$ cat src/rtl/conv_axi_rd_arbiter_if.sv
// rtl/conv_axi_rd_arbiter_if.sv - requester-side and shared-port AXI4 read signals of the convolution read arbiter
interface conv_axi_rd_arbiter_if #(
    parameter int AXI_WIDTH_ID = 4,
    parameter int AXI_WIDTH_AD = 32,
    parameter int AXI_WIDTH_DA = 32
);
    logic [3*AXI_WIDTH_ID-1:0] S_ARID;
    logic [3*AXI_WIDTH_AD-1:0] S_ARADDR;
    logic [3*8-1:0]            S_ARLEN;
    logic [3*3-1:0]            S_ARSIZE;
    logic [3*2-1:0]            S_ARBURST;
    logic [2:0]                S_ARVALID;
    logic [2:0]                S_ARREADY;
    logic [AXI_WIDTH_ID-1:0]   S_RID;
    logic [AXI_WIDTH_DA-1:0]   S_RDATA;
    logic [1:0]                S_RRESP;
    logic                      S_RLAST;
    logic [2:0]                S_RVALID;
    logic [2:0]                S_RREADY;

    logic [AXI_WIDTH_ID+1:0]   M_ARID;
    logic [AXI_WIDTH_AD-1:0]   M_ARADDR;
    logic [7:0]                M_ARLEN;
    logic [2:0]                M_ARSIZE;
    logic [1:0]                M_ARBURST;
    logic                      M_ARVALID;
    logic                      M_ARREADY;
    logic [AXI_WIDTH_ID+1:0]   M_RID;
    logic [AXI_WIDTH_DA-1:0]   M_RDATA;
    logic [1:0]                M_RRESP;
    logic                      M_RLAST;
    logic                      M_RVALID;
    logic                      M_RREADY;

    // The arbiter's view: slave to the three requesters, master on the shared port.
    modport master (
        input  S_ARID, S_ARADDR, S_ARLEN, S_ARSIZE, S_ARBURST, S_ARVALID, S_RREADY,
        output S_ARREADY, S_RID, S_RDATA, S_RRESP, S_RLAST, S_RVALID,
        output M_ARID, M_ARADDR, M_ARLEN, M_ARSIZE, M_ARBURST, M_ARVALID, M_RREADY,
        input  M_ARREADY, M_RID, M_RDATA, M_RRESP, M_RLAST, M_RVALID
    );

    modport slave (
        output S_ARID, S_ARADDR, S_ARLEN, S_ARSIZE, S_ARBURST, S_ARVALID, S_RREADY,
        input  S_ARREADY, S_RID, S_RDATA, S_RRESP, S_RLAST, S_RVALID,
        input  M_ARID, M_ARADDR, M_ARLEN, M_ARSIZE, M_ARBURST, M_ARVALID, M_RREADY,
        output M_ARREADY, M_RID, M_RDATA, M_RRESP, M_RLAST, M_RVALID
    );
endinterface

$ cat src/rtl/conv_axi_rd_arbiter.sv
// rtl/conv_axi_rd_arbiter.sv - round-robin AXI4 read arbiter for the kernel/feature/channel masters
module conv_axi_rd_arbiter #(
    parameter int AXI_WIDTH_ID    = 4,
    parameter int AXI_WIDTH_AD    = 32,
    parameter int AXI_WIDTH_DA    = 32,
    parameter int MAX_OUTSTANDING = 4
) (
    input  logic                         ACLK,
    input  logic                         ARESET,
    conv_axi_rd_arbiter_if.master        bus,
    output logic                         busy,
    output logic                         rid_err
);
    localparam int IW = AXI_WIDTH_ID;
    localparam int AW = AXI_WIDTH_AD;

    typedef enum logic {IDLE, ISSUE} state_t;

    state_t     state, state_nxt;
    logic [1:0] rr_ptr;
    logic [3:0] outst [3];
    logic [2:0] elig;
    logic [2:0] cand;
    logic       grant_vld;
    logic [1:0] grant;
    logic       accept;
    logic [1:0] r_idx;
    logic       r_beat;
    logic [3:0] outst_zero;
    logic [2:0] cnt_inc, cnt_dec;

    always_comb begin
        elig      = '0;
        cand      = '0;
        grant_vld = 1'b0;
        grant     = 2'd0;
        for (int i = 0; i < 3; i++) begin
            elig[i] = bus.S_ARVALID[i] && (outst[i] < 4'(MAX_OUTSTANDING));
        end
        // First eligible requester at or above the pointer, wrapping mod 3.
        for (int k = 0; k < 3; k++) begin
            cand = {1'b0, rr_ptr} + 3'(k);
            if (cand >= 3'd3) cand = cand - 3'd3;
            if (!grant_vld && elig[cand[1:0]]) begin
                grant_vld = 1'b1;
                grant     = cand[1:0];
            end
        end
    end

    always_ff @(posedge ACLK) begin
        if (ARESET) state <= IDLE;
        else        state <= state_nxt;
    end

    always_comb begin
        state_nxt     = state;
        accept        = 1'b0;
        bus.S_ARREADY = '0;
        case (state)
            IDLE: begin
                if (grant_vld) begin
                    accept        = 1'b1;
                    bus.S_ARREADY = 3'b001 << grant;
                    state_nxt     = ISSUE;
                end
            end
            ISSUE: begin
                if (bus.M_ARREADY) state_nxt = IDLE;
            end
            default: state_nxt = IDLE;
        endcase
    end

    assign bus.M_ARVALID = (state == ISSUE);

    always_ff @(posedge ACLK) begin
        if (ARESET) begin
            bus.M_ARID    <= '0;
            bus.M_ARADDR  <= '0;
            bus.M_ARLEN   <= '0;
            bus.M_ARSIZE  <= '0;
            bus.M_ARBURST <= '0;
            rr_ptr        <= 2'd0;
        end else if (accept) begin
            bus.M_ARID    <= {grant, bus.S_ARID[int'(grant)*IW +: IW]};
            bus.M_ARADDR  <= bus.S_ARADDR[int'(grant)*AW +: AW];
            bus.M_ARLEN   <= bus.S_ARLEN[int'(grant)*8 +: 8];
            bus.M_ARSIZE  <= bus.S_ARSIZE[int'(grant)*3 +: 3];
            bus.M_ARBURST <= bus.S_ARBURST[int'(grant)*2 +: 2];
            rr_ptr        <= (grant == 2'd2) ? 2'd0 : grant + 2'd1;
        end
    end

    // R path is pure steering; the top two ID bits name the requester.
    assign r_idx       = bus.M_RID[IW+1:IW];
    assign r_beat      = bus.M_RVALID && bus.M_RREADY;
    assign bus.S_RID   = bus.M_RID[IW-1:0];
    assign bus.S_RDATA = bus.M_RDATA;
    assign bus.S_RRESP = bus.M_RRESP;
    assign bus.S_RLAST = bus.M_RLAST;

    always_comb begin
        bus.S_RVALID = '0;
        bus.M_RREADY = 1'b1;
        case (r_idx)
            2'd0: begin bus.S_RVALID = {2'b00, bus.M_RVALID};       bus.M_RREADY = bus.S_RREADY[0]; end
            2'd1: begin bus.S_RVALID = {1'b0, bus.M_RVALID, 1'b0};  bus.M_RREADY = bus.S_RREADY[1]; end
            2'd2: begin bus.S_RVALID = {bus.M_RVALID, 2'b00};       bus.M_RREADY = bus.S_RREADY[2]; end
            default: ;
        endcase
    end

    always_comb begin
        outst_zero = 4'b0000;
        cnt_inc    = '0;
        cnt_dec    = '0;
        for (int i = 0; i < 3; i++) begin
            outst_zero[i] = (outst[i] == 4'd0);
            cnt_inc[i]    = accept && (grant == 2'(i));
            // A stray RLAST on an idle requester must not wrap its counter.
            cnt_dec[i]    = r_beat && bus.M_RLAST && (r_idx == 2'(i)) && !outst_zero[i];
        end
    end

    always_ff @(posedge ACLK) begin
        if (ARESET) begin
            for (int i = 0; i < 3; i++) outst[i] <= 4'd0;
            rid_err <= 1'b0;
        end else begin
            for (int i = 0; i < 3; i++) begin
                case ({cnt_inc[i], cnt_dec[i]})
                    2'b10:   outst[i] <= outst[i] + 4'd1;
                    2'b01:   outst[i] <= outst[i] - 4'd1;
                    default: outst[i] <= outst[i];
                endcase
            end
            rid_err <= r_beat && ((r_idx == 2'd3) || (bus.M_RLAST && outst_zero[r_idx]));
        end
    end

    assign busy = (state != IDLE) || !(&outst_zero[2:0]);
endmodule

$ cat src/flat_wrapper.sv
// flat-port wrapper written by rule: the top's interface ports become plain ports
module conv_axi_rd_arbiter_flat 
#(
    parameter int AXI_WIDTH_ID    = 4,
    parameter int AXI_WIDTH_AD    = 32,
    parameter int AXI_WIDTH_DA    = 32,
    parameter int MAX_OUTSTANDING = 4
)
  (ACLK, ARESET, busy, rid_err, bus_S_ARID, bus_S_ARADDR, bus_S_ARLEN, bus_S_ARSIZE, bus_S_ARBURST, bus_S_ARVALID, bus_S_RREADY, bus_S_ARREADY, bus_S_RID, bus_S_RDATA, bus_S_RRESP, bus_S_RLAST, bus_S_RVALID, bus_M_ARID, bus_M_ARADDR, bus_M_ARLEN, bus_M_ARSIZE, bus_M_ARBURST, bus_M_ARVALID, bus_M_RREADY, bus_M_ARREADY, bus_M_RID, bus_M_RDATA, bus_M_RRESP, bus_M_RLAST, bus_M_RVALID);
  conv_axi_rd_arbiter_if #(.AXI_WIDTH_ID(AXI_WIDTH_ID), .AXI_WIDTH_AD(AXI_WIDTH_AD), .AXI_WIDTH_DA(AXI_WIDTH_DA)) bus_i ();
  input  logic ACLK;
  input  logic ARESET;
  output logic busy;
  output logic rid_err;
  input wire logic [$bits(bus_i.S_ARID)-1:0] bus_S_ARID;
  input wire logic [$bits(bus_i.S_ARADDR)-1:0] bus_S_ARADDR;
  input wire logic [$bits(bus_i.S_ARLEN)-1:0] bus_S_ARLEN;
  input wire logic [$bits(bus_i.S_ARSIZE)-1:0] bus_S_ARSIZE;
  input wire logic [$bits(bus_i.S_ARBURST)-1:0] bus_S_ARBURST;
  input wire logic [$bits(bus_i.S_ARVALID)-1:0] bus_S_ARVALID;
  input wire logic [$bits(bus_i.S_RREADY)-1:0] bus_S_RREADY;
  output wire logic [$bits(bus_i.S_ARREADY)-1:0] bus_S_ARREADY;
  output wire logic [$bits(bus_i.S_RID)-1:0] bus_S_RID;
  output wire logic [$bits(bus_i.S_RDATA)-1:0] bus_S_RDATA;
  output wire logic [$bits(bus_i.S_RRESP)-1:0] bus_S_RRESP;
  output wire logic [$bits(bus_i.S_RLAST)-1:0] bus_S_RLAST;
  output wire logic [$bits(bus_i.S_RVALID)-1:0] bus_S_RVALID;
  output wire logic [$bits(bus_i.M_ARID)-1:0] bus_M_ARID;
  output wire logic [$bits(bus_i.M_ARADDR)-1:0] bus_M_ARADDR;
  output wire logic [$bits(bus_i.M_ARLEN)-1:0] bus_M_ARLEN;
  output wire logic [$bits(bus_i.M_ARSIZE)-1:0] bus_M_ARSIZE;
  output wire logic [$bits(bus_i.M_ARBURST)-1:0] bus_M_ARBURST;
  output wire logic [$bits(bus_i.M_ARVALID)-1:0] bus_M_ARVALID;
  output wire logic [$bits(bus_i.M_RREADY)-1:0] bus_M_RREADY;
  input wire logic [$bits(bus_i.M_ARREADY)-1:0] bus_M_ARREADY;
  input wire logic [$bits(bus_i.M_RID)-1:0] bus_M_RID;
  input wire logic [$bits(bus_i.M_RDATA)-1:0] bus_M_RDATA;
  input wire logic [$bits(bus_i.M_RRESP)-1:0] bus_M_RRESP;
  input wire logic [$bits(bus_i.M_RLAST)-1:0] bus_M_RLAST;
  input wire logic [$bits(bus_i.M_RVALID)-1:0] bus_M_RVALID;
  assign bus_i.S_ARID = bus_S_ARID;
  assign bus_i.S_ARADDR = bus_S_ARADDR;
  assign bus_i.S_ARLEN = bus_S_ARLEN;
  assign bus_i.S_ARSIZE = bus_S_ARSIZE;
  assign bus_i.S_ARBURST = bus_S_ARBURST;
  assign bus_i.S_ARVALID = bus_S_ARVALID;
  assign bus_i.S_RREADY = bus_S_RREADY;
  assign bus_S_ARREADY = bus_i.S_ARREADY;
  assign bus_S_RID = bus_i.S_RID;
  assign bus_S_RDATA = bus_i.S_RDATA;
  assign bus_S_RRESP = bus_i.S_RRESP;
  assign bus_S_RLAST = bus_i.S_RLAST;
  assign bus_S_RVALID = bus_i.S_RVALID;
  assign bus_M_ARID = bus_i.M_ARID;
  assign bus_M_ARADDR = bus_i.M_ARADDR;
  assign bus_M_ARLEN = bus_i.M_ARLEN;
  assign bus_M_ARSIZE = bus_i.M_ARSIZE;
  assign bus_M_ARBURST = bus_i.M_ARBURST;
  assign bus_M_ARVALID = bus_i.M_ARVALID;
  assign bus_M_RREADY = bus_i.M_RREADY;
  assign bus_i.M_ARREADY = bus_M_ARREADY;
  assign bus_i.M_RID = bus_M_RID;
  assign bus_i.M_RDATA = bus_M_RDATA;
  assign bus_i.M_RRESP = bus_M_RRESP;
  assign bus_i.M_RLAST = bus_M_RLAST;
  assign bus_i.M_RVALID = bus_M_RVALID;
  conv_axi_rd_arbiter #(.AXI_WIDTH_ID(AXI_WIDTH_ID), .AXI_WIDTH_AD(AXI_WIDTH_AD), .AXI_WIDTH_DA(AXI_WIDTH_DA), .MAX_OUTSTANDING(MAX_OUTSTANDING)) u_core (.ACLK(ACLK), .ARESET(ARESET), .bus(bus_i), .busy(busy), .rid_err(rid_err));
endmodule
$ cat config.mk
export PLATFORM = sky130hd
export DESIGN_NAME = conv_axi_rd_arbiter_flat
export DESIGN_NICKNAME = d
export VERILOG_FILES = /design/src/rtl/conv_axi_rd_arbiter_if.sv /design/src/rtl/conv_axi_rd_arbiter.sv /design/src/flat_wrapper.sv
export SDC_FILE = /design/constraint.sdc
export NUM_CORES = 1
export LEC_CHECK = 0
export ABC_AREA = 1
export BUFFER_PORTS_ARGS = -buffer_cell sky130_fd_sc_hd__buf_2
export CORE_MARGIN = 5
export CORE_UTILIZATION = 40
export DETAILED_ROUTE_END_ITERATION = 12
export GPL_ROUTABILITY_DRIVEN = 1
export GPL_TIMING_DRIVEN = 1
export HOLD_SLACK_MARGIN = 0.1
export PLACE_DENSITY_LB_ADDON = 0.25
export SLEW_MARGIN = 20
export SYNTH_ARGS = -nofsm -noshare
export SYNTH_HDL_FRONTEND = slang
export SYNTH_SLANG_ARGS = --single-unit
$ cat constraint.sdc
create_clock -name ACLK -period 3.5 [get_ports ACLK]
set_clock_uncertainty 0.05 [all_clocks]
set_input_delay 0.175 -clock ACLK [delete_from_list [all_inputs] [get_ports ACLK]]
set_output_delay 0.175 -clock ACLK [all_outputs]
set_load 0.1 [all_outputs]
==> results of run 1 <==
how the worst max path moves through the flow:
stage	start	to	slack, ns	cells past startpoint
3_5_place_dp	u_core.rr_ptr[0]	u_core.outst[0][0]	0.25	17
2_1_floorplan	u_core.rr_ptr[0]	u_core.outst[0][0]	0.12	16
3_3_place_gp	u_core.rr_ptr[0]	u_core.outst[0][2]	0.34	17
4_1_cts	u_core.rr_ptr[0]	u_core.outst[0][0]	0.21	17
6_report	u_core.rr_ptr[0]	u_core.outst[0][0]	0.30	17
5_1_grt	u_core.rr_ptr[0]	u_core.outst[0][1]	-0.01	17
sequential cells by signal, summed over array words and instances, names as in the netlist:
signal,count
u_core.bus.M_ARADDR,32
u_core.outst,12
u_core.bus.M_ARLEN,8
u_core.bus.M_ARID,6
u_core.bus.M_ARSIZE,3
u_core.bus.M_ARBURST,2
u_core.rr_ptr,2
u_core.bus.M_ARVALID,1
u_core.rid_err,1
per-stage QoR:
stage	cell area (um^2)	setup TNS (ns)	util [%]	hold slack [ns]	cells
global route	6800	-0.0531	55.9	0.118	1217
finish	6800	0	55.9	0.114	1217
global placement	5960	0	49.0	0.301	1148
floorplan	5010	0	-	0.273	831
detailed placement	5960	0	49.0	0.301	1148
CTS	6790	0	55.8	0.102	1217
worst reg2reg max path, delay by kind of cell (launching register included):
| family | cells | cell delay (ns) |
|---|---|---|
| AO/OA/AOI/OAI | 4 | 0.91 |
| adder cells (fa/ha/maj) | 2 | 0.55 |
| buffers and inverters | 4 | 0.29 |
| flip-flops | 1 | 0.36 |
| AND/OR/NAND/NOR | 7 | 0.75 |
synthesized netlist by cell type, drive strengths merged:
| library cell | n |
|---|---|
| ha | 12 |
| or2 | 2 |
| clkbuf | 15 |
| and3 | 1 |
| buf | 67 |
| inv | 192 |
| o21ai | 18 |
| nand3 | 114 |
| a21oi | 113 |
| o221ai | 1 |
| nand4 | 4 |
| dfxtp | 55 |
| a22oi | 1 |
| xor2 | 4 |
| nand2 | 186 |
| nor2 | 25 |
| xnor2 | 3 |
| edfxtp | 12 |
| nor3 | 5 |
| nor4 | 1 |
cell usage in the layout (no fill, tap or decap):
cell type and n:
nand4_1 4, clkinv_4 3, nand2_1 183, nor4_1 1, o221ai_1 1, a21oi_2 1
inv_1 188, a22oi_1 1, xnor2_1 3, a21oi_1 112, dfxtp_1 55, o21ai_4 2
inv_6 1, o21ai_0 15, clkinvlp_4 1, and3_1 1, edfxtp_1 12, or2_2 2
ha_1 12, nor3_2 1, nand3_1 114, xor2_1 4, clkinv_2 1, clkbuf_16 10
nor2_1 23, nor3_1 4, nor2_2 2, buf_6 1, buf_12 2, dlygate4sd3_1 53
nand2_2 3, inv_2 4, buf_2 219, o21ai_1 1, buf_4 9
metal layers:
metal / global-route usage [%] / wire (um) / up-vias
met5: 0 / 0 / -
met4: 12.7 / 700 / 0
met3: 4.09 / 1390 / 54
met2: 36.6 / 8020 / 245
li1: - / - / 2953
met1: 24.7 / 6480 / 2513
what timing repair did:
action                                 in CTS  in global routing
endpoints found under the hold margin      47                  0
setup endpoints to repair                   0                 10
gates resized for setup                     0                  3
hold buffers                               53                  0
cell type report:
type	instances	area (um^2)	area share, %
Clock inverter	6	47.5	0.699
Tap cell	168	210	3.09
Clock buffer	10	250	3.68
Timing Repair Buffer	284	1750	25.7
Inverter	192	721	10.6
Sequential cell	67	1460	21.5
Multi-Input combinational cell	490	2360	34.8
cells by family (layout without fill, tap and decap cells):
logic type	count (synthesis)	after routing	share of synthesized area, %
XOR/XNOR	7	7	1.22
adder cells (fa/ha/maj)	12	12	3.00
AO/OA/AOI/OAI	133	133	13.6
flip-flops	67	67	29.2
AND/OR/NAND/NOR	338	338	28.9
buffers and inverters	274	492	24.2
==> qor.csv, run 1 <==
metric,value,unit
total detailed-routing wirelength,16.6,mm
antenna violations before repair,0,
post-synthesis area per instance,6.03,um^2
net count reported at finish,1254,
CP Buf/Inv Count,4,
Most common cell on crit path,inv_1,
syn_nets,1041,
highest clock frequency the design can meet,312,MHz
min-delay src,bus_S_ARADDR[36],
kind of critical path,reg2reg,
half-perimeter wire length of the detailed placement result,11.2,mm
total I/O pin count,298,
area of the placeable core,12200,um^2
starting DRC count in detailed routing,379,
clock tree from TritonCTS,built,
r2r worst-path depth,17,
worst skew pair latency,0.33,ns
Setup Buffers After CTS,0,
number of instances in the synthesized netlist,831,
part of the Yosys area used for sequential elements,29.2,%
Startpoint Class,flop,
fraction of post-synthesis cell area in the top cell type by area,22.0,%
aggregate global routing overflow,0,
smallest setup slack after layout,0.297,ns
DR pass1 iterations,5,
global-route total usage across every layer,21.4,%
master of the slowest instance on the critical path,ha_1,
RR Startpoint,u_core.rr_ptr[0],
layout-stage area growth over the synthesis result,35.7,%
clock buffers created by TritonCTS,9,
vias per std cell,4.74,
antenna-violating nets left,0,
time the worst path needs with I/O delays and setup,3.20,ns
Synth warnings,0,
max-slew headroom at the worst pin,48.0,%
floorplan row count,40,
number of storage elements in the synthesis netlist,67,
portion of the clock cycle consumed by the worst path in the final layout,91.5,%
initial cell density of the core,41.2,%
internal reg-to-reg setup slack,0.30,ns
Final Hold Vio Count,0,
crit-path leading delay family,compound AO/OA/AOI/OAI gates,
number of instances on the worst hold path,5,
die outline area,14900,um^2
worst reg2reg path endpoint,u_core.outst[0][0],
cell area after technology mapping,5010,um^2
pin count of the biggest net entering global routing,104,
setup slack after placement,0.249,ns
number of buffers inserted by port buffering,221,
global-route wire length before repair,25.5,mm
ordered list of cells on the worst path,inv_1 > ha_1 > inv_2 > nand3_1 > nand2_1 > a21oi_1 > nand4_1 > nand2_2 > nor2_1 > nand2_1 > inv_1 > ha_1 > o21ai_0 > o21ai_0 > nor3_2 > inv_1 > a21oi_2,
"top cells by area, synth","dfxtp_1 22%, inv_1 14%, nand2_1 14%, nand3_1 11%, a21oi_1 11%",
kind of end point of the critical path,flop,
total via count after detailed routing,5765,
data arrival time of the critical path,3.17,ns
maximum fanout count along the critical path,5,
classification of the worst-slack hold path,in2reg,
pin slew with the least headroom to its limit,0.779,ns
filler cell count in the final layout,1217,
antenna diode count,0,
Die Y,122,um
H-tree level count,3,
CTS root buf,clkbuf_16,
status,finished clean,
WL/cell,13.6,um
MaxCap Viol Count,0,
most area-hungry cell type in the Yosys netlist,dfxtp_1,
sink of the worst hold path,u_core.bus.M_ARADDR[4],
Setup Viol. Count Final,0,
number of clock sinks seen by CTS,67,
number of max-slew violations in the final report,0,
maximum buffer depth of the clock tree,2,
endpoint required time on the critical path,3.46,ns
slowest cell delay on critical path,0.38,ns
clock transition at the registers of the reported paths,0.06,ns
via count of the first global-routing pass,5294,
Netlist cell types,28,
Final Wtd Congestion,0.843,
unrepaired setup endpoints after global routing,true,
number of remaining DRC errors,0,
Die W,122,um
share of layout cells above drive strength 1,25.0,%
Power of run 1 is not shown: default switching activity piles up to over one toggle a cycle in this logic, so the estimate is an artifact.
==> run 2: changes to the inputs <==
==> constraint.sdc (replaced) <==
create_clock -name ACLK -period 3.5 [get_ports ACLK]
set_clock_uncertainty 0.05 [all_clocks]
set_input_delay 0.175 -clock ACLK [delete_from_list [all_inputs] [get_ports ACLK]]
set_output_delay 0.175 -clock ACLK [all_outputs]
set_load 0.005 [all_outputs]
==> run 2 against run 1 <==
  * Final area fell by 1.3%
  * Core utilization fell by 0.71 points
  * Critical path type unchanged
  * Register-to-register slack improved by 0.04 ns
  * Highest routed layer unchanged
==> qor.csv, run 2 (synthesized netlist as in run 1, its figures left out) <==
metric,value,unit
number of instances on the worst hold path,3,
most frequent standard cell in the layout excluding fill and tap cells,buf_2,
antenna violations before repair,0,
maximum VDD drop,823,uV
Startpoint Class,flop,
area taken by multi-input logic gates,2360,um^2
half-perimeter wire length of the detailed placement result,11.2,mm
starting DRC count in detailed routing,380,
Final Core Density,55.2,%
master of the slowest instance on the critical path,ha_1,
via count of the first global-routing pass,5385,
maximum buffer depth of the clock tree,2,
total detailed-routing wirelength,16.4,mm
min-delay src,bus_S_ARADDR[76],
portion of the clock cycle consumed by the worst path in the final layout,90.3,%
Die Y,122,um
Die W,122,um
total I/O pin count,298,
status,finished clean,
unrepaired setup endpoints after global routing,false,
RR Startpoint,u_core.rr_ptr[0],
total negative slack for setup checks,0,ns
layout-stage area growth over the synthesis result,33.9,%
data arrival time of the critical path,3.20,ns
slowest cell delay on critical path,0.37,ns
Seq. cell area,1460,um^2
clock tree from TritonCTS,built,
Top Registers,"u_core.bus.M_ARADDR: 32 flops, u_core.outst: 12 flops, u_core.bus.M_ARLEN: 8 flops",
global-route wire length before repair,25.4,mm
floorplan row count,40,
Setup Viol. Count Final,0,
r2r worst-path depth,18,
MaxCap Viol Count,0,
initial cell density of the core,41.2,%
antenna diode count,0,
Setup Buffers After CTS,0,
number of buffers inserted by port buffering,221,
global-route total usage across every layer,21.3,%
internal reg-to-reg setup slack,0.34,ns
total via count after detailed routing,5749,
maximum fanout count along the critical path,5,
CTS root buf,clkbuf_16,
clock transition at the registers of the reported paths,0.06,ns
vias per std cell,4.74,
worst reg2reg path endpoint,u_core.outst[1][2],
H-tree level count,3,
filler cell count in the final layout,1240,
number of remaining DRC errors,0,
classification of the worst-slack hold path,in2reg,
ordered list of cells on the worst path,inv_1 > ha_1 > inv_2 > nand3_1 > nand2_1 > a21oi_1 > nand4_1 > nand2_2 > nand2_1 > ha_1 > nand2_1 > nand2_1 > nand2_1 > inv_1 > ha_1 > or2_2 > xor2_1 > nor2_1,
pin count of the biggest net entering global routing,104,
Most common cell on crit path,nand2_1,
clock buffers created by TritonCTS,9,
antenna-violating nets left,0,
sink of the worst hold path,u_core.bus.M_ARADDR[12],
aggregate global routing overflow,0,
WL/cell,13.6,um
number of clock sinks seen by CTS,67,
number of max-slew violations in the final report,0,
"flip-flop count of the largest register, all copies and words added",32,
endpoint required time on the critical path,3.54,ns
kind of critical path,reg2reg,
most frequent cells in the layout,"221 x buf_2, 188 x inv_1, 183 x nand2_1",
kind of end point of the critical path,flop,
Final Wtd Congestion,0.837,
area of the placeable core,12200,um^2
pin slew with the least headroom to its limit,1.06,ns
ratio of total power to cell area,1000,nW/um^2
time the worst path needs with I/O delays and setup,3.16,ns
Biggest register,u_core.bus.M_ARADDR,
share of layout cells above drive strength 1,24.9,%
max-slew headroom at the worst pin,29.2,%
net count reported at finish,1249,
highest clock frequency the design can meet,316,MHz
DR pass1 iterations,6,
die outline area,14900,um^2
reported leakage power,3.95,nW
Final Hold Vio Count,0,
worst skew pair latency,0.33,ns
-- run 2: what timing repair did --
| item | CTS | global route |
|---|---|---|
| setup endpoints to repair | 0 | 5 |
| hold buffers | 48 | 0 |
| resized for setup | 0 | 2 |
| hold endpoints to repair | 47 | 0 |
-- run 2: layout make-up --
cell class                      count  area share (%)
Inverter                          192            10.7
Clock inverter                      4           0.727
Multi-Input combinational cell    490            35.2
Timing Repair Buffer              279            24.7
Tap cell                          168            3.13
Clock buffer                       12            3.67
Sequential cell                    67            21.8
-- run 2: layer usage --
layer	share of wire, %	GRT usage (%)	wire, um
met1	40	24.8	6660
met2	48	37.5	7890
met3	8.6	4.27	1420
met4	2.9	10.1	477
met5	0	0	0
-- run 2: how the worst max path moves through the flow --
| stage | from | to | depth (start not counted) |
|---|---|---|---|
| 5_1_grt | u_core.rr_ptr[1] | u_core.outst[1][2] | 20 |
| 3_3_place_gp | u_core.rr_ptr[0] | u_core.outst[0][3] | 17 |
| 2_1_floorplan | u_core.rr_ptr[0] | u_core.outst[0][0] | 16 |
| 3_5_place_dp | u_core.rr_ptr[0] | u_core.outst[0][0] | 15 |
| 6_report | u_core.rr_ptr[0] | u_core.outst[1][2] | 18 |
| 4_1_cts | u_core.rr_ptr[0] | u_core.outst[0][0] | 15 |
-- run 2: through the flow --
step | hold WS, ns | std cells | area (um^2) | worst slack (ns) | power [mW]
3_5_place_dp | 0.300 | 1148 | 5930 | 0.321 | 5.75
5_1_grt | 0.117 | 1212 | 6710 | 0.0387 | 7.46
2_1_floorplan | 0.273 | 831 | 5010 | 0.118 | 4.63
3_3_place_gp | 0.300 | 1148 | 5930 | 0.343 | 5.75
4_1_cts | 0.102 | 1212 | 6710 | 0.303 | 6.76
6_report | 0.110 | 1212 | 6710 | 0.338 | 6.73
-- run 2: where the power goes --
group / internal [mW] / switching (mW) / total (mW)
logic: 1.58 / 2.89 / 4.46
registers: 1.17 / 0.178 / 1.35
clock network: 0.571 / 0.345 / 0.916
-- run 2: critical path: cells and delay by family, from the launching register on --
family / cells / cell delay, ns
AO/OA/AOI/OAI: 1 / 0.22
AND/OR/NAND/NOR: 10 / 1.24
flip-flops: 1 / 0.35
XOR/XNOR: 1 / 0.13
buffers and inverters: 3 / 0.16
adder cells (fa/ha/maj): 3 / 0.78
(Power assumes the default switching activity.)
==> run 3: changes to the inputs <==
--- a/config.mk
+++ b/config.mk
@@ -14,6 +14,7 @@
 export GPL_TIMING_DRIVEN = 1
 export HOLD_SLACK_MARGIN = 0.1
 export PLACE_DENSITY_LB_ADDON = 0.25
+export SETUP_SLACK_MARGIN = 0.4
 export SLEW_MARGIN = 20
 export SYNTH_ARGS = -nofsm -noshare
 export SYNTH_HDL_FRONTEND = slang
==> run 3 against run 2 <==
  * Largest cell class unchanged
  * Sequential power hardly changed
  * Critical endpoint unchanged
  * Critical path type unchanged
  * Critical path depth is the same
  * Register-to-register slack improved by 0.21 ns
  * Worst setup slack better by 0.21 ns
  * Final area grew 2.5%
  * Combinational power up 4%
  * Hold slack better by 0.0047 ns
==> qor.csv, run 3 (synthesized netlist as in run 1, its figures left out) <==
metric,value,unit
status,finished clean,
number of instances on the worst hold path,3,
antenna violations before repair,0,
Final Power,6.89,mW
most frequent cells in the layout,"221 x buf_2, 187 x inv_1, 180 x nand2_1",
min-delay src,bus_S_ARADDR[74],
kind of end point of the critical path,flop,
antenna diode count,0,
total I/O pin count,298,
kind of critical path,reg2reg,
portion of the clock cycle consumed by the worst path in the final layout,84.4,%
starting DRC count in detailed routing,290,
max-slew headroom at the worst pin,27.6,%
pin count of the biggest net entering global routing,104,
maximum buffer depth of the clock tree,2,
Final Wtd Congestion,0.834,
share of layout cells above drive strength 1,26.9,%
pin slew with the least headroom to its limit,1.09,ns
classification of the worst-slack hold path,in2reg,
vias per std cell,4.70,
Die Y,122,um
total negative slack for setup checks,0,ns
floorplan row count,40,
via count of the first global-routing pass,5224,
most frequent standard cell in the layout excluding fill and tap cells,buf_2,
endpoint required time on the critical path,3.54,ns
internal reg-to-reg setup slack,0.54,ns
MaxCap Viol Count,0,
aggregate global routing overflow,0,
time the worst path needs with I/O delays and setup,2.96,ns
Top Registers,"u_core.bus.M_ARADDR: 32 flops, u_core.outst: 12 flops, u_core.bus.M_ARLEN: 8 flops",
number of max-slew violations in the final report,0,
reported leakage power,4.00,nW
global-route wire length before repair,24.8,mm
ratio of total power to cell area,1000,nW/um^2
antenna-violating nets left,0,
number of clock sinks seen by CTS,67,
sink of the worst hold path,u_core.bus.M_ARADDR[10],
net count reported at finish,1257,
maximum VDD drop,848,uV
DR pass1 iterations,4,
number of remaining DRC errors,0,
WL/cell,13.4,um
r2r worst-path depth,18,
worst reg2reg path endpoint,u_core.outst[1][2],
highest clock frequency the design can meet,338,MHz
total detailed-routing wirelength,16.3,mm
H-tree level count,3,
clock transition at the registers of the reported paths,0.06,ns
RR Startpoint,u_core.rr_ptr[0],
Die W,122,um
total via count after detailed routing,5737,
area of the placeable core,12200,um^2
number of buffers inserted by port buffering,221,
die outline area,14900,um^2
data arrival time of the critical path,3.00,ns
global-route total usage across every layer,20.8,%
Biggest register,u_core.bus.M_ARADDR,
Final Core Density,56.6,%
unrepaired setup endpoints after global routing,true,
maximum fanout count along the critical path,5,
clock buffers created by TritonCTS,9,
worst skew pair latency,0.34,ns
Final Hold Vio Count,0,
half-perimeter wire length of the detailed placement result,11.0,mm
Startpoint Class,flop,
layout-stage area growth over the synthesis result,37.3,%
Setup Viol. Count Final,0,
"flip-flop count of the largest register, all copies and words added",32,
CTS root buf,clkbuf_16,
clock tree from TritonCTS,built,
initial cell density of the core,41.2,%
[run 3: metal layers]
| metal | GRT usage (%) | wire length [um] |
|---|---|---|
| met1 | 23.8 | 6550 |
| met2 | 36.8 | 7920 |
| met3 | 5.48 | 1430 |
| met4 | 8.54 | 407 |
| met5 | 0 | 0 |
[run 3: worst max-delay path by stage]
stage | from | to | slack [ns] | cells after the start
6_report | u_core.rr_ptr[0] | u_core.outst[1][2] | 0.54 | 18
2_1_floorplan | u_core.rr_ptr[0] | u_core.outst[0][0] | 0.42 | 17
4_1_cts | u_core.rr_ptr[0] | u_core.outst[1][2] | 0.40 | 18
3_5_place_dp | u_core.rr_ptr[1] | u_core.outst[1][2] | 0.33 | 20
5_1_grt | u_core.rr_ptr[0] | u_core.outst[0][2] | 0.36 | 21
3_3_place_gp | u_core.rr_ptr[1] | u_core.outst[1][2] | 0.42 | 20
[run 3: what timing repair did]
item | CTS | global route
hold buffers | 50 | 0
pin swaps | 0 | 6
setup endpoints to repair | 2 | 20
resized for setup | 3 | 22
hold endpoints to repair | 49 | 0
setup buffers | 0 | 6
[run 3: final cells by class]
type / count / area (um^2)
flip-flops and latches: 67 / 1470
fillers: 1224 / 5280
repair buffers: 287 / 1730
clock inverters: 1 / 5.00
clock buffers: 15 / 289
inverters: 192 / 721
multi-input cells: 490 / 2470
well taps: 168 / 210
[run 3: per-stage QoR]
stage / hold slack, ns / instance area [um^2] / instances / setup WS, ns
global placement: 0.300 / 5960 / 1148 / 0.421
finish: 0.114 / 6880 / 1220 / 0.544
detailed placement: 0.300 / 5960 / 1148 / 0.327
global route: 0.126 / 6880 / 1220 / 0.356
CTS: 0.101 / 6760 / 1214 / 0.402
floorplan: 0.273 / 5050 / 831 / 0.417
[run 3: power breakdown]
group          internal, mW  switching [mW]  total [mW]
registers              1.17           0.180        1.35
logic                  1.68            2.96        4.64
clock network         0.561           0.335       0.897
[run 3: worst max-delay path: stages (launching register included)]
cell and delay (ns):
dfxtp_4 0.36, inv_1 0.07, ha_4 0.29, inv_2 0.05, nand3_1 0.07, nand2_1 0.08
a21oi_2 0.18, nand4_1 0.17, nand2_2 0.16, nand2_2 0.12, ha_4 0.20, nand2_4 0.09
nand2_1 0.07, nand2_1 0.06, inv_1 0.04, ha_1 0.17, or2_2 0.30, xor2_1 0.13
nor2_1 0.05
